`src/rtl/cpu_pkg.sv`:
```
// Shared CPU types: bus widths, PC increment, fetch FSM states and prefetch entry.
// Latency: n/a (types and constants only).
// Backpressure: n/a.
package cpu_pkg;

  localparam int ADDR_W  = 32;
  localparam int INSTR_W = 32;

  localparam logic [ADDR_W-1:0] PC_STEP = ADDR_W'(4);

  typedef enum logic [1:0] {
    IDLE,  // no memory request outstanding
    WAIT,  // request outstanding, response will be kept
    DROP   // request outstanding, response will be thrown away
  } fetch_state_t;

  // One prefetched instruction together with the address it came from.
  typedef struct packed {
    logic [INSTR_W-1:0] instr;
    logic [ADDR_W-1:0]  pc;
  } fetch_entry_t;

  // Clear the byte-offset bits so every fetch address is word aligned.
  function automatic logic [ADDR_W-1:0] word_align(input logic [ADDR_W-1:0] a);
    return a & ~ADDR_W'(3);
  endfunction

endpackage

```
`src/rtl/instruction_fetch_if.sv`:
```
// Bundles the fetch stage's instruction-memory, decode and redirect signals.
// Latency: n/a (wires only).
// Backpressure: imem_req/imem_ack handshake toward memory, instr_valid/instr_ready toward decode.
// Ports: imem_req/imem_addr/imem_ack/imem_rdata (memory side),
//        instr/instr_pc/instr_valid/instr_ready (decode side), redirect_en/redirect_addr.
interface instruction_fetch_if
  import cpu_pkg::*;
  ();

  logic               imem_req;
  logic [ADDR_W-1:0]  imem_addr;
  logic               imem_ack;
  logic [INSTR_W-1:0] imem_rdata;

  logic [INSTR_W-1:0] instr;
  logic [ADDR_W-1:0]  instr_pc;
  logic               instr_valid;
  logic               instr_ready;

  logic               redirect_en;
  logic [ADDR_W-1:0]  redirect_addr;

  // Fetch stage side.
  modport master (
    output imem_req, imem_addr, instr, instr_pc, instr_valid,
    input  imem_ack, imem_rdata, instr_ready, redirect_en, redirect_addr
  );

  // Memory / decode / branch-unit side.
  modport slave (
    input  imem_req, imem_addr, instr, instr_pc, instr_valid,
    output imem_ack, imem_rdata, instr_ready, redirect_en, redirect_addr
  );

endinterface

```
`src/rtl/fetch_fifo.sv`:
```
// Prefetch FIFO of {instr, pc} entries with flush; head is presented combinationally.
// Latency: a pushed entry is visible at the head the cycle after the push.
// Backpressure: push ignored when full unless a pop happens the same cycle; flush beats push.
// Ports: clk, reset, push/push_dat, pop, flush, head_dat, count, full, empty.
module fetch_fifo
  import cpu_pkg::*;
#(
  parameter  int DEPTH = 2,
  localparam int CNT_W = $clog2(DEPTH + 1)
) (
  input  logic             clk,
  input  logic             reset,
  input  logic             push,
  input  fetch_entry_t     push_dat,
  input  logic             pop,
  input  logic             flush,
  output fetch_entry_t     head_dat,
  output logic [CNT_W-1:0] count,
  output logic             full,
  output logic             empty
);

  localparam int PTR_W = $clog2(DEPTH);

  fetch_entry_t     mem [DEPTH];
  logic [PTR_W-1:0] wr_ptr;
  logic [PTR_W-1:0] rd_ptr;
  logic [CNT_W-1:0] cnt;
  logic             do_push;
  logic             do_pop;

  assign full    = (cnt == CNT_W'(DEPTH));
  assign empty   = (cnt == '0);
  assign do_pop  = pop & ~empty;
  // A pop frees the head slot this cycle, so a full FIFO can still take a push.
  assign do_push = push & (~full | do_pop);

  always_ff @(posedge clk) begin
    if (reset || flush) begin
      wr_ptr <= '0;
      rd_ptr <= '0;
      cnt    <= '0;
    end else begin
      if (do_push) wr_ptr <= wr_ptr + 1'b1;
      if (do_pop)  rd_ptr <= rd_ptr + 1'b1;
      case ({do_push, do_pop})
        2'b10:   cnt <= cnt + 1'b1;
        2'b01:   cnt <= cnt - 1'b1;
        default: cnt <= cnt;
      endcase
    end
  end

  // Storage needs no reset: entries are only read while count says they are live.
  always_ff @(posedge clk) begin
    if (do_push && !flush) mem[wr_ptr] <= push_dat;
  end

  assign head_dat = mem[rd_ptr];
  assign count    = cnt;

endmodule

```
`src/rtl/instruction_fetch.sv`:
```
// Fetch stage: owns the PC, reads instruction memory and queues words for decode.
// Latency: with a zero-wait memory the first instr_valid is two cycles after reset; 1 instr/cycle sustained.
// Backpressure: stops requesting when the prefetch FIFO fills; instr held stable while instr_ready=0.
// Ports: clk, reset (sync, active high), bus (instruction_fetch_if.master).
module instruction_fetch
  import cpu_pkg::*;
#(
  parameter int                DEPTH      = 2,
  parameter logic [ADDR_W-1:0] RESET_ADDR = '0
) (
  input  logic                 clk,
  input  logic                 reset,
  instruction_fetch_if.master  bus
);

  localparam int CNT_W = $clog2(DEPTH + 1);

  fetch_state_t      state, state_n;
  logic [ADDR_W-1:0] pc, pc_n;
  logic [ADDR_W-1:0] addr_q, addr_n;
  logic              req_q, req_n;

  logic [CNT_W-1:0]  fifo_count;
  logic              fifo_full;
  logic              fifo_empty;
  logic              push;
  logic              pop;
  logic              ack;
  logic              room_after_push;
  logic [ADDR_W-1:0] target;
  fetch_entry_t      push_dat;
  fetch_entry_t      head_dat;

  // Acks only count while a request is actually on the bus.
  assign ack    = req_q & bus.imem_ack;
  assign pop    = ~fifo_empty & bus.instr_ready;
  assign target = word_align(bus.redirect_addr);

  // A redirect in the same cycle as the ack makes that word stale.
  assign push     = (state == WAIT) & ack & ~bus.redirect_en;
  assign push_dat = {bus.imem_rdata, addr_q};

  // Whether a slot remains once this cycle's push (and any pop) has landed.
  assign room_after_push = pop ? (fifo_count < CNT_W'(DEPTH))
                               : (fifo_count < CNT_W'(DEPTH - 1));

  fetch_fifo #(.DEPTH(DEPTH)) u_fifo (
    .clk      (clk),
    .reset    (reset),
    .push     (push),
    .push_dat (push_dat),
    .pop      (pop),
    .flush    (bus.redirect_en),
    .head_dat (head_dat),
    .count    (fifo_count),
    .full     (fifo_full),
    .empty    (fifo_empty)
  );

  always_ff @(posedge clk) begin
    if (reset) begin
      state  <= IDLE;
      pc     <= RESET_ADDR;
      req_q  <= 1'b0;
      addr_q <= RESET_ADDR;
    end else begin
      state  <= state_n;
      pc     <= pc_n;
      req_q  <= req_n;
      addr_q <= addr_n;
    end
  end

  // pc is the address of the outstanding request in WAIT, and the next address
  // to fetch in IDLE/DROP.
  always_comb begin
    state_n = state;
    pc_n    = pc;
    req_n   = req_q;
    addr_n  = addr_q;
    case (state)
      IDLE: begin
        if (bus.redirect_en) begin
          state_n = WAIT;
          pc_n    = target;
          req_n   = 1'b1;
          addr_n  = target;
        end else if (!fifo_full) begin
          state_n = WAIT;
          req_n   = 1'b1;
          addr_n  = pc;
        end
      end
      WAIT: begin
        if (bus.redirect_en) begin
          pc_n = target;
          // The in-flight request cannot be withdrawn; without an ack we must
          // ride it out in DROP before fetching the new target.
          if (ack) addr_n  = target;
          else     state_n = DROP;
        end else if (ack) begin
          pc_n = pc + PC_STEP;
          if (room_after_push) begin
            addr_n = pc + PC_STEP;
          end else begin
            state_n = IDLE;
            req_n   = 1'b0;
          end
        end
      end
      DROP: begin
        if (bus.redirect_en) pc_n = target;
        if (ack) begin
          state_n = WAIT;
          addr_n  = bus.redirect_en ? target : pc;
        end
      end
      default: begin
        state_n = IDLE;
        req_n   = 1'b0;
      end
    endcase
  end

  assign bus.imem_req    = req_q;
  assign bus.imem_addr   = addr_q;
  assign bus.instr       = head_dat.instr;
  assign bus.instr_pc    = head_dat.pc;
  assign bus.instr_valid = ~fifo_empty;

endmodule
```
`src/flat_wrapper.sv`:
```
// flat-port wrapper written by rule: the top's interface ports become plain ports
module instruction_fetch_flat import cpu_pkg::*;
#(
  parameter int                DEPTH      = 2,
  parameter logic [ADDR_W-1:0] RESET_ADDR = '0
)
  (clk, reset, bus_imem_req, bus_imem_addr, bus_instr, bus_instr_pc, bus_instr_valid, bus_imem_ack, bus_imem_rdata, bus_instr_ready, bus_redirect_en, bus_redirect_addr);
  instruction_fetch_if bus_i ();
  input  logic clk;
  input  logic reset;
  output wire logic [$bits(bus_i.imem_req)-1:0] bus_imem_req;
  output wire logic [$bits(bus_i.imem_addr)-1:0] bus_imem_addr;
  output wire logic [$bits(bus_i.instr)-1:0] bus_instr;
  output wire logic [$bits(bus_i.instr_pc)-1:0] bus_instr_pc;
  output wire logic [$bits(bus_i.instr_valid)-1:0] bus_instr_valid;
  input wire logic [$bits(bus_i.imem_ack)-1:0] bus_imem_ack;
  input wire logic [$bits(bus_i.imem_rdata)-1:0] bus_imem_rdata;
  input wire logic [$bits(bus_i.instr_ready)-1:0] bus_instr_ready;
  input wire logic [$bits(bus_i.redirect_en)-1:0] bus_redirect_en;
  input wire logic [$bits(bus_i.redirect_addr)-1:0] bus_redirect_addr;
  assign bus_imem_req = bus_i.imem_req;
  assign bus_imem_addr = bus_i.imem_addr;
  assign bus_instr = bus_i.instr;
  assign bus_instr_pc = bus_i.instr_pc;
  assign bus_instr_valid = bus_i.instr_valid;
  assign bus_i.imem_ack = bus_imem_ack;
  assign bus_i.imem_rdata = bus_imem_rdata;
  assign bus_i.instr_ready = bus_instr_ready;
  assign bus_i.redirect_en = bus_redirect_en;
  assign bus_i.redirect_addr = bus_redirect_addr;
  instruction_fetch #(.DEPTH(DEPTH), .RESET_ADDR(RESET_ADDR)) u_core (.clk(clk), .reset(reset), .bus(bus_i));
endmodule
```
`config.mk`:
```
export PLATFORM = sky130hd
export DESIGN_NAME = instruction_fetch_flat
export DESIGN_NICKNAME = d
export VERILOG_FILES = /design/src/rtl/cpu_pkg.sv /design/src/rtl/instruction_fetch_if.sv /design/src/rtl/fetch_fifo.sv /design/src/rtl/instruction_fetch.sv /design/src/flat_wrapper.sv
export SDC_FILE = /design/constraint.sdc
export NUM_CORES = 1
export LEC_CHECK = 0
export CORE_MARGIN = 2
export CORE_UTILIZATION = 55
export CTS_CLUSTER_DIAMETER = 30
export DETAILED_ROUTE_END_ITERATION = 10
export GPL_ROUTABILITY_DRIVEN = 0
export PLACE_DENSITY = 0.93
export REMOVE_ABC_BUFFERS = 1
export SLEW_MARGIN = 20
export SYNTH_ARGS = -nofsm -noshare
export SYNTH_HDL_FRONTEND = slang
export SYNTH_SLANG_ARGS = --single-unit
export TNS_END_PERCENT = 20
```
`constraint.sdc`:
```
create_clock -name clk -period 10.3 [get_ports clk]
set_clock_uncertainty 0.15 [all_clocks]
set_input_delay 1.03 -clock clk [delete_from_list [all_inputs] [get_ports clk]]
set_output_delay 1.03 -clock clk [all_outputs]
set_load 0.03 [all_outputs]
```
==> Word-level counts from Yosys, hierarchy flattened <==
Memories as Yosys holds them, arrays and structs flattened. A register that Yosys moved wholly into a read port is not among the register bits.
Cells that the tools add are included.
{ "totals": {"ff_bits": 71, "latchBits": 0, "ram_bits": 128, "rom_bits": 0, "inputBits": 69, "out_inout_bits": 98, "wordCells": 85, "n_memories": 1} }
{ "memory_table": {"columns": ["name", "words", "word_bits", "rd", "rd_clocked_by_memory_dff", "wr", "line", "rtl"], "rows": [
  ["u_core.u_fifo.mem", 2, 64, 1, 1, 1, "fetch_fifo.sv:25", "fetch_entry_t mem [DEPTH];"]
]} }
{ "classes": {"addsub": 5, "mul": 0, "n_div": 0, "magnitude_cmp": 2, "n_eq_ne": 14, "shifts": 0, "muxes": 32, "n_bitwise": 11, "reduce_logical": 13} }
{ "op_table": {"columns": ["operator", "n"], "rows": [
  ["$mux 32", 10],
  ["$pmux 32 s3", 1],
  ["$pmux 32 s2", 1],
  ["$add 32x3->32 const B", 1],
  ["$reduce_and 5->1", 3],
  ["$mux 2", 7],
  ["$mux 1", 10],
  ["$ne 3x3->1 const B", 3],
  ["$and 1x1->1", 6],
  ["$eq 2x2->1 const B", 3],
  ["$ne 3x2->1 const B", 2],
  ["$pmux 2 s3", 1],
  ["$eq 2x1->1 const B", 2],
  ["$logic_not 2->1", 2],
  ["$ne 2x1->1 const B", 2],
  ["$ne 2x2->1 const B", 2],
  ["$not 1->1", 4],
  ["$pmux 2 s2", 1],
  ["$reduce_bool 2->1", 2],
  ["$pmux 1 s3", 1],
  ["$reduce_bool 3->1", 1],
  ["$add 1x1->1 const B", 2],
  ["$add 2x1->2 const B", 1],
  ["$lt 2x1->1 const B", 1],
  ["8 further kinds", 8]
]} }

==> Depth between registers and ports, before layout <==
Gate-level depths: netlist (run 1).
{ "logic_depth": {"depth_word": 9, "depth_mapped": 9, "mapped_depth_nobuf": 7} }

==> Cells and area by module <==
From an unflattened synthesis (run 1), not the netlist that was laid out.
{ "unflattened": {"cells_unflattened": 764, "area_unflattened_um2": 9157.5} }
{ "modules_own_cells": {"columns": ["module", "n_inst", "cells_per_inst", "area_per_inst_um2", "seq_area_each_um2"], "rows": [
  ["fetch_fifo", 1, 228, 4875.9, 3943.8],
  ["instruction_fetch", 1, 536, 4281.6, 1341.3]
]} }

==> Worst setup path before layout (run 1) <==
Ideal clock, no wire load.
{ "synth_path": {"path_kind": "input to register", "startpoint": "input bus_redirect_en", "endpoint": "memory u_core.u_fifo.mem[0][0] in the netlist's numbering (enable)", "setup_time_ps": 494, "arrival_time_ps": 4492, "t_required_ps": 9656, "setup_slack_ps": 5164, "stages": 4, "n_path_buf": 0, "path_cell_list": "nor2b_1 nand2_1 a21oi_1 nor2b_1"} }
{ "synth_via": {"elab_chain_len": 6, "elab_cells_between_ends": 7, "classes_between": "2 x mux; 3 x bitwise; 2 x reduce/logical"} }
{ "synth_lines": {"columns": ["item", "line", "rtl"], "rows": [
  ["start, declared", "flat_wrapper.sv:19", "input wire logic [$bits(bus_i.redirect_en)-1:0] bus_redirect_en;"],
  ["$not 1->1", "instruction_fetch.sv:40", "assign push = (state == WAIT) & ack & ~bus.redirect_en;"],
  ["$and 1x1->1", "instruction_fetch.sv:40", null],
  ["$and 1x1->1", "fetch_fifo.sv:36", "assign do_push = push & (~full | do_pop);"],
  ["$logic_and 1x1->1 *", "fetch_fifo.sv:56", "if (do_push && !flush) mem[wr_ptr] <= push_dat;"],
  ["$mux 1 *", "fetch_fifo.sv:56", null],
  ["$mux 1 (not written as such) *", "fetch_fifo.sv:56", null],
  ["end, declared", "fetch_fifo.sv:25", null]
]} }
Mark *: on every way between the ends. The rest lies on a longest branch, timed or not.

==> Worst setup path in the final report (run 1) <==
{ "layout_path": {"startpoint": "input bus_redirect_en", "endpoint": "memory u_core.u_fifo.mem[0][26] in the netlist's numbering (enable)"} }
Same word-level chain as after synthesis.

==> results.md, run 1 <==
- Status: finished clean
- Grt total ovfl: 0
- RSZ-0062 raised after global routing: no
- Clk pin slew, worst setup/hold paths: about 0.070 ns
- Fin. Hold Viols: 0
- Final Util: 69.7%
- Most frequent cell after synthesis: edfxtp_1
- Fin crit share: 38.9%
- Die area: 0.0179 sq mm
- Nets: 992
- Worst-path maximum fanout: 68
- HPWL after DPL: 14,500 um
- DR vias: 6,936
- Placeable Area: 0.0165 sq mm
- Wire length on met3: 1780 um
- DRT iter0 DRCs: between 600 and 700
- Max Clk Rate: 250 MHz
- Setup_tns: 0 ns
- CTS H-tree depth: 4
- FP Rows: 47
- Final Cell Area: 0.0115 sq mm
- All-Layer GR Usage: roughly 25%
- Clock share of power: between 30% and 40%
- Initial antenna violation count: 0
- Pin count of the biggest net entering global routing: 69
- Vias in the first global route: 6,713
- Final ANT Viol Nets: 0
- DR WL/cell: 18.9 um
- Kind of start point of the critical path: primary input
- Most frequent cells after synthesis: edfxtp_1, dfxtp_1, mux2_2, nand2_1, nor2_1
- Synthesized area per cell: between 10 and 15 sq um
- Placed insts: 1,120
- Post-CTS Resized: 0
- Synth area leaders: edfxtp_1, dfxtp_1, mux2_2, a21oi_1, nand2_1
- Register-to-register setup slack: slightly below 7 ns
- # hold bufs at CTS: 0
- Max IR drop VDD: between 0.1 and 0.15 mV
- Detailed-route DRC error count: 0
- Min cycle time layout: 4.01 ns
- Setup WS pre-CTS: ~6 ns
- Post-Synthesis Cell Area: 0.00924 sq mm
- Internal power: 1.31 mW
- Worst-Margin Slew: 0.943 ns
- CTS max path bufs: 2
- CTS Root Cell: clkbuf_16
- I/O pins: 167
- Max_cap viols: 0
- WHS Path Cells: 2
- Share of cells above drive strength 1: 14.2%
- R2r worst-path depth: 5
- Hold WC Path Type: reg2reg
- CP endpoint kind: register
- Hold EP: u_core.bus.imem_addr[0]
- Logic pwr share: 13.7%
- First-pass GRT wire length: 34,500 um
- Worst setup margin: 6.29 ns
- Design Power: 1.80 mW
- Area Overhead vs Synth: 24.6%
- Mapped Cells: 788
- Switching power: around 0.5 mW
- EDFF count, synth: ~130
- Seq pwr share: 51.3%
- RR Endpoint: u_core.u_fifo.mem[0][26]
- PD cells: about 160 mW/mm^2
- Routed WL: 21,800 um
- M1 WL: ~8800 um
- Hold Startpoint: u_core.pc[0]
- Die Wd: 134 um
- Num Clock Sinks: 200
- TritonCTS Buffers: 17
- Initial core utilization: 55.9%
- Pleak: between 3 and 4 nW
- Final setup violation count: 0
- Switching share of power: 27.3%
- #FFs+latches synth: 200
- Final hold slack: 0.329 ns
- Top routing layer used: met4
- FFs w/ async S/R, synth: 0%
- Ant diodes: 0
- Final std cells w/o fill: 1,152
- Post-synth cell types: 67
- Area after DPL: 0.0110 sq mm
- Vias per cell: 6.02
- Post-CTS setup buffer count: 0
- Synth Flop Type: edfxtp_1
- PortBufs: 164
- WL met2: ~11,000 um
- CTS tree: yes
- Synth area leader: edfxtp_1
- Pins Over Slew Limit: 0
- Worst Path Arrival: 3.93 ns
- Clock insertion delay at the later pin of the skew report: 0.44 ns
- Sequential area share after synthesis: 57.2%
- Post-synth top area share: 41.6%
- Slew headroom: 37.1%
- Crit Path Class: in2reg
- Worst r2r src: u_core.state[1]
- Pre-antenna DRT Iters: 5
- Yosys warns: 0
- Worst Path Required: 10.23 ns
- Die height: approximately 130 um
## kinds of logic (layout without fill, tap and decap cells)
logic type	Yosys count	in the layout	share of synthesized area, %
and+or+nand+nor	239	239	14.8
DFF	200	200	57.2
AOI/OAI and AO/OA	166	166	12.0
muxes	75	75	8.99
buffers and inverters	71	215	3.35
xor gates and xnor gates	33	33	3.13
adders and majority gates	4	4	0.542
## registers in the layout, summed over array words and instances, names as in the netlist, named ones only
signal                cells
u_core.bus.imem_addr     32
u_core.bus.imem_req       1
u_core.pc                32
u_core.state              2
u_core.u_fifo.count       2
u_core.u_fifo.mem       128
u_core.u_fifo.rd_ptr      1
u_core.u_fifo.wr_ptr      1
## critical path, cell delays in order
cell     delay (ns)
buf_2          0.09
buf_4          0.29
nor2b_1        0.41
nand2_1        0.31
a21oi_1        0.33
nor2b_4        0.78
buf_4          0.56
## how the worst max path moves through the flow
stage                               start                       end  slack, ns  cells past startpoint
final                     bus_redirect_en  u_core.u_fifo.mem[0][26]       6.29                      7
after global routing      bus_redirect_en  u_core.u_fifo.mem[0][31]       6.09                      7
after CTS                 bus_redirect_en  u_core.u_fifo.mem[0][24]       6.30                      7
after detailed placement  bus_redirect_en  u_core.u_fifo.mem[0][22]       5.86                      7
after global placement    bus_redirect_en  u_core.u_fifo.mem[0][22]       5.93                      7
after floorplan           bus_redirect_en   u_core.u_fifo.mem[0][0]       5.16                      4
## placed cells by master, fill, tap and decap left out, types with 10 or more instances in the layout
cell,Yosys,layout
clkbuf_16,0,17
xnor2_1,12,12
o21ai_0,23,23
edfxtp_1,128,128
inv_1,11,11
nor2_1,49,49
o211ai_1,13,13
xor2_1,21,21
dfxtp_1,72,71
nand4_1,20,20
mux2i_1,11,11
mux2_2,64,64
nor3_1,16,16
nand3_1,20,20
nand2_1,53,53
clkdlybuf4s50_1,0,162
and3_1,10,10
a21oi_1,46,45
o22ai_1,16,16
nand2b_1,19,19
## power groups by stage
stage	logic (mW)	registers, mW	clock network (mW)
2_1_floorplan	0.107	0.961	0
3_3_place_gp	0.237	0.938	0
3_5_place_dp	0.243	0.940	0
4_1_cts	0.245	0.922	0.638
5_1_grt	0.264	0.928	0.670
6_report	0.246	0.923	0.631
## final cells by class
type / instances / area, sq um
tap: 220 / 275
inverter: 11 / 41.3
sequential: 200 / 5290
multi-input combinational: 517 / 3660
clock inverter: 14 / 129
timing repair buffer: 172 / 1690
clock buffer: 18 / 429
fill: 1151 / 5010
## per-layer routing
layer | GRT usage [%] | vias up
met5 | 0 | -
met4 | 8.51 | 0
met3 | 5.63 | 35
met2 | 41.4 | 351
met1 | 31.3 | 3313
li1 | - | 3237
(Power assumes the default switching activity.)
==> inputs of run 2 (changes only) <==
--- a/config.mk
+++ b/config.mk
@@ -6,11 +6,11 @@
 export NUM_CORES = 1
 export LEC_CHECK = 0
 export CORE_MARGIN = 2
-export CORE_UTILIZATION = 55
+export CORE_UTILIZATION = 53
 export CTS_CLUSTER_DIAMETER = 30
 export DETAILED_ROUTE_END_ITERATION = 10
 export GPL_ROUTABILITY_DRIVEN = 0
-export PLACE_DENSITY = 0.93
+export PLACE_DENSITY = 0.91
 export REMOVE_ABC_BUFFERS = 1
 export SLEW_MARGIN = 20
 export SYNTH_ARGS = -nofsm -noshare
==> constraint.sdc (replaced) <==
create_clock -name clk -period 4 [get_ports clk]
set_clock_uncertainty 0.15 [all_clocks]
set_input_delay 0.4 -clock clk [delete_from_list [all_inputs] [get_ports clk]]
set_output_delay 0.4 -clock clk [all_outputs]
set_load 0.03 [all_outputs]
==> results.md, run 2 (synthesis gave the netlist of run 1 again) <==
- PD cells: 404 mW/mm^2 (was 156 mW/mm^2)
- R2r worst-path depth: 7 (was 5)
- Pleak: 3.93 nW (was 3.89 nW)
- Hold WC Path Type: in2reg (was reg2reg)
- PortBufs: 164 (unchanged)
- Biggest register: u_core.u_fifo.mem (unchanged)
- Final setup violation count: 0 (unchanged)
- Clock insertion delay at the later pin of the skew report: 0.43 ns (was 0.44 ns)
- Worst setup margin: 1.00 ns (was 6.29 ns)
- Initial antenna violation count: 1 (was 0)
- Hold EP: u_core.pc[8] (was u_core.bus.imem_addr[0])
- Post-CTS setup buffer count: 0 (unchanged)
- TritonCTS Buffers: 17 (unchanged)
- Worst Path Required: 3.45 ns (was 10.23 ns)
- WHS Path Cells: 4 (was 2)
- Kind of start point of the critical path: register (was primary input)
- Fin crit share: 74.9%
- Pre-antenna DRT Iters: 6 (was 5)
- RR Endpoint: u_core.bus.imem_addr[30] (was u_core.u_fifo.mem[0][26])
- Number of flip-flops in the largest register: 128 (unchanged)
- First-pass GRT wire length: 35,200 um (was 34,500 um)
- Die Wd: 136 um (was 134 um)
- Status: finished clean (unchanged)
- Num Clock Sinks: 200 (unchanged)
- Area Overhead vs Synth: 25.6% (was 24.6%)
- FP Rows: 48 (was 47)
- Fin. Hold Viols: 0 (unchanged)
- Final hold slack: 0.193 ns (was 0.329 ns)
- Crit Path Class: reg2out (was in2reg)
- Initial core utilization: 53.8% (was 55.9%)
- Worst r2r src: u_core.u_fifo.count[1] (was u_core.state[1])
- Hold Startpoint: reset (was u_core.pc[0])
- Routed WL: 22,500 um (was 21,800 um)
- I/O pins: 167 (unchanged)
- Pin count of the biggest net entering global routing: 65 (was 69)
- CTS max path bufs: 2 (unchanged)
- FILL cells: 1,257 (was 1,151)
- Most frequent cells in the layout: clkdlybuf4s50_1, edfxtp_1, dfxtp_1, mux2_2, nand2_1 (unchanged)
- Die area: 0.0185 sq mm (was 0.0179 sq mm)
- Vias in the first global route: 6,907 (was 6,713)
- Worst-path maximum fanout: 64 (was 68)
- Nets: 999 (was 992)
- DRT iter0 DRCs: 774 (was 669)
- DR vias: 7,130 (was 6,936)
- RSZ-0062 raised after global routing: no (unchanged)
- Post-CTS Resized: 0 (unchanged)
- Setup_tns: 0 ns (unchanged)
- Most common cell after layout, fill and taps aside: clkdlybuf4s50_1 (unchanged)
- # hold bufs at CTS: 0 (unchanged)
- Pins Over Slew Limit: 0 (unchanged)
- DR WL/cell: 19.3 um (was 18.9 um)
- CP endpoint kind: primary output (was register)
- Detailed-route DRC error count: 0 (unchanged)
- Vias per cell: 6.12 (was 6.02)
- Max Clk Rate: 334 MHz
- Placeable Area: 0.0172 sq mm (was 0.0165 sq mm)
- Grt total ovfl: 0 (unchanged)
- All-Layer GR Usage: 24.3% (was 24.5%)
- Share of cells above drive strength 1: 14.7% (was 14.2%)
- Max_cap viols: 0 (unchanged)
- Min cycle time layout: 3.00 ns
- Worst-Margin Slew: 0.944 ns (was 0.943 ns)
- HPWL after DPL: 15,100 um (was 14,500 um)
- CTS tree: yes (unchanged)
- Final ANT Viol Nets: 0 (unchanged)
- Die height: 136 um (was 134 um)
- CTS H-tree depth: 4 (unchanged)
- Worst Path Arrival: 2.45 ns (was 3.93 ns)
- CTS Root Cell: clkbuf_16 (unchanged)
- Max IR drop VDD: 0.321 mV (was 0.128 mV)
- Register-to-register setup slack: 1.08 ns (was 6.89 ns)
- Slew headroom: 36.6% (was 37.1%)
- Setup WS pre-CTS: 0.768 ns (was 5.86 ns)
- Clk pin slew, worst setup/hold paths: 0.07 ns (about the same)
run 2: changes by cell type in the layout (fill, tap and decap cells not counted), moves of 2 or more:
cell and change:
clkinv_4 +2, inv_6 -2, o21ai_2 -2, buf_4 +6
clkinv_2 +2
run 2: worst max path at each step:
stage / to / slack (ns) / depth (start not counted)
6_report: bus_instr_pc[2] / 1.00 / 2
5_1_grt: u_core.bus.imem_addr[30] / 0.89 / 7
4_1_cts: bus_instr_pc[12] / 0.97 / 2
3_5_place_dp: u_core.bus.imem_addr[22] / 0.77 / 6
3_3_place_gp: u_core.bus.imem_addr[16] / 0.83 / 7
2_1_floorplan: u_core.u_fifo.mem[0][0] / -1.04 / 4
run 2: final cells by class:
class	count	area [sq um]	share of cell area, %
Inverter	11	41.3	0.356
Clock inverter	14	138	1.19
Antenna cell	1	2.50	0.0216
Clock buffer	18	429	3.70
Multi-Input combinational cell	517	3660	31.6
Timing Repair Buffer	179	1760	15.1
Tap cell	225	282	2.43
Sequential cell	200	5290	45.6
run 2: per-stage QoR:
step / instances / total power [mW] / util [%] / area, sq um
2_1_floorplan: 728 / 2.75 / - / 8970
3_3_place_gp: 1132 / 3.03 / 64.2 / 11000
3_5_place_dp: 1132 / 3.05 / 64.2 / 11000
4_1_cts: 1164 / 4.69 / 67.5 / 11600
5_1_grt: 1165 / 4.84 / 67.5 / 11600
6_report: 1165 / 4.68 / 67.5 / 11600
run 2: worst max-delay path, cell delays in order (launching register included):
cell             delay, ns
dfxtp_4               0.88
mux2_2                0.43
clkdlybuf4s50_1       0.60
run 2: where the power goes:
part | switching, mW | internal [mW] | leakage (nW)
sequential | 0.106 | 2.28 | 1.76
clock | 0.786 | 0.874 | 0.271
combinational | 0.363 | 0.275 | 1.89
run 2: per-layer routing:
layer  up-vias  GRT usage (%)  part of all wire [%]
li1       3261              -                     -
met1      3446           30.2                    40
met2       370           40.5                    49
met3        53           6.41                   8.5
met4         0           9.84                   2.7
met5         -              0                     0
==> inputs of run 3 (changes only) <==
==> constraint.sdc (replaced) <==
create_clock -name clk -period 2.85 [get_ports clk]
set_clock_uncertainty 0.15 [all_clocks]
set_input_delay 0.285 -clock clk [delete_from_list [all_inputs] [get_ports clk]]
set_output_delay 0.285 -clock clk [all_outputs]
set_load 0.03 [all_outputs]
==> results.md, run 3 (synthesis gave the netlist of run 1 again) <==
- Status: finished clean (unchanged)
- Fin. Hold Viols: 0 (unchanged)
- Worst r2r src: u_core.pc[6] (was u_core.u_fifo.count[1])
- Die area: 0.0185 sq mm (unchanged)
- Reg area: 0.00529 sq mm (unchanged)
- Clk pin slew, worst setup/hold paths: 0.08 ns (was 0.07 ns)
- Vias in the first global route: 6,967 (was 6,907)
- Pleak: 4.06 nW (was 3.93 nW)
- Initial antenna violation count: 0 (was 1)
- Pin count of the biggest net entering global routing: 65 (unchanged)
- Vias per cell: 6.03 (was 6.12)
- HPWL after DPL: 15,500 um (was 15,100 um)
- Ant diodes: 0 (was 1)
- Worst-Margin Slew: 0.824 ns (was 0.944 ns)
- Grt total ovfl: 0 (unchanged)
- DR vias: 7,133 (was 7,130)
- Worst-path maximum fanout: 64 (unchanged)
- Seq pwr share: 49.5% (was 50.9%)
- Nets: 1,017 (was 999)
- R2r worst-path depth: 5 (was 7)
- I/O pins: 167 (unchanged)
- Worst Path Arrival: 2.16 ns (was 2.45 ns)
- Detailed-route DRC error count: 0 (unchanged)
- Die height: 136 um (unchanged)
- First-pass GRT wire length: 35,800 um (was 35,200 um)
- Die Wd: 136 um (unchanged)
- Hold EP: u_core.bus.imem_addr[24] (was u_core.pc[8])
- WHS Path Cells: 2 (was 4)
- Post-CTS setup buffer count: 0 (unchanged)
- Area Overhead vs Synth: 28.1% (was 25.6%)
- Max IR drop VDD: 0.457 mV (was 0.321 mV)
- Switching power: 1.80 mW (was 1.26 mW)
- RSZ-0062 raised after global routing: no (unchanged)
- FP Rows: 48 (unchanged)
- Most frequent cells in the layout: clkdlybuf4s50_1, edfxtp_1, dfxtp_1, mux2_2, nand2_1 (unchanged)
- Clock share of power: 36.6% (was 35.4%)
- Footprint of the multi-input gates: 0.00365 sq mm (was 0.00366 sq mm)
- Num Clock Sinks: 200 (unchanged)
- Max_cap viols: 0 (unchanged)
- Area after DPL: 0.0112 sq mm (was 0.0110 sq mm)
- Slowest stage delay, CP: 0.62 ns (was 0.88 ns)
- Final Cell Area: 0.0118 sq mm (was 0.0116 sq mm)
- Final Util: 68.9% (was 67.5%)
- Initial core utilization: 53.8% (unchanged)
- CP endpoint kind: primary output (unchanged)
- Clock insertion delay at the later pin of the skew report: 0.43 ns (about the same)
- CTS max path bufs: 2 (unchanged)
- Fin crit share: 90.9%
- RR Endpoint: u_core.bus.imem_addr[17] (was u_core.bus.imem_addr[30])
- Register-to-register setup slack: 0.32 ns (was 1.08 ns)
- Max Clk Rate: 386 MHz
- Final hold slack: 0.136 ns (was 0.193 ns)
- Post-CTS Resized: 0 (unchanged)
- CTS tree: yes (unchanged)
- Kind of start point of the critical path: register (unchanged)
- Top Family by Delay on Critical Path: buffers and inverters (was flip-flops)
- Min cycle time layout: 2.59 ns
- FILL cells: 1,265 (was 1,257)
- TritonCTS Buffers: 17 (unchanged)
- PD cells: 570 mW/mm^2 (was 404 mW/mm^2)
- DRT iter0 DRCs: 763 (was 774)
- Slowest CP cell: clkdlybuf4s50_1 (was dfxtp_4)
- Crit Path Class: reg2out (unchanged)
- Critical-path cell list: buf_12 -> mux2_2 -> clkdlybuf4s50_1 (was mux2_2 -> clkdlybuf4s50_1)
- Number of flip-flops in the largest register: 128 (unchanged)
- Hold Startpoint: reset (unchanged)
- Routed WL: 23,000 um (was 22,500 um)
- PortBufs: 164 (unchanged)
- CTS Root Cell: clkbuf_16 (unchanged)
- Internal power: 4.95 mW (was 3.43 mW)
- Hold WC Path Type: in2reg (unchanged)
- Placeable Area: 0.0172 sq mm (unchanged)
- CTS H-tree depth: 4 (unchanged)
- Slew headroom: 44.8% (was 36.6%)
- Share of cells above drive strength 1: 16.3% (was 14.7%)
- Final ANT Viol Nets: 0 (unchanged)
- # hold bufs at CTS: 0 (unchanged)
- Most common cell after layout, fill and taps aside: clkdlybuf4s50_1 (unchanged)
- Final setup violation count: 0 (unchanged)
- Pins Over Slew Limit: 0 (unchanged)
- DR WL/cell: 19.4 um (was 19.3 um)
- Pre-antenna DRT Iters: 5 (was 6)
- Worst Path Required: 2.41 ns (was 3.45 ns)
- Critical path buffer and inverter count: 2 (was 1)
- Biggest register: u_core.u_fifo.mem (unchanged)
- All-Layer GR Usage: 24.9% (was 24.3%)
- Switching share of power: 26.7% (was 26.8%)
- Logic pwr share: 13.9% (was 13.6%)
[run 3: cell count changes in the layout (fill, tap and decap cells not counted), sizes merged]
| cell | before | now |
|---|---|---|
| buf | 17 | 35 |
| bufinv | 1 | 2 |
| clkinv | 5 | 3 |
| clkinvlp | 3 | 1 |
| diode | 1 | 0 |
| inv | 16 | 19 |
[run 3: final cells by class]
cell class | count | area share [%]
Sequential cell | 200 | 44.7
Timing Repair Buffer | 197 | 16.6
Inverter | 11 | 0.349
Clock buffer | 18 | 3.63
Tap cell | 225 | 2.38
Clock inverter | 14 | 1.49
Multi-Input combinational cell | 517 | 30.9
[run 3: power by group through the flow]
stage | clock (mW) | sequential, mW | combinational (mW)
final | 2.47 | 3.34 | 0.940
after global routing | 2.62 | 3.36 | 1.00
after CTS | 2.50 | 3.34 | 0.937
after detailed placement | 0 | 3.40 | 0.930
after global placement | 0 | 3.39 | 0.905
after floorplan | 0 | 3.47 | 0.387
[run 3: metrics by stage]
step / power (mW) / setup WS [ns] / setup TNS (ns) / cells
finish: 6.75 / 0.260 / 0 / 1182
global route: 6.98 / 0.192 / 0 / 1182
CTS: 6.77 / 0.241 / 0 / 1182
detailed placement: 4.33 / 0.352 / 0 / 1150
global placement: 4.29 / 0.384 / 0 / 1150
floorplan: 3.86 / -2.19 / -191.19 / 728
[run 3: worst max-delay path by stage]
stage | from | end | slack, ns | cells past startpoint
2_1_floorplan | u_core.state[0] | u_core.u_fifo.mem[0][0] | -2.19 | 4
3_5_place_dp | bus_imem_ack | u_core.u_fifo.mem[0][55] | 0.35 | 6
5_1_grt | register | bus_instr_pc[19] | 0.19 | 3
3_3_place_gp | bus_imem_ack | u_core.u_fifo.mem[0][56] | 0.38 | 6
6_report | register | bus_instr_pc[20] | 0.26 | 3
4_1_cts | register | bus_instr_pc[19] | 0.24 | 3
[run 3: metal layers]
| metal | GRT usage (%) | share of wire (%) |
|---|---|---|
| met1 | 30.9 | 40 |
| met3 | 5.78 | 7.5 |
| met4 | 9.78 | 3.4 |
| met5 | 0 | 0 |
| met2 | 42.3 | 49 |
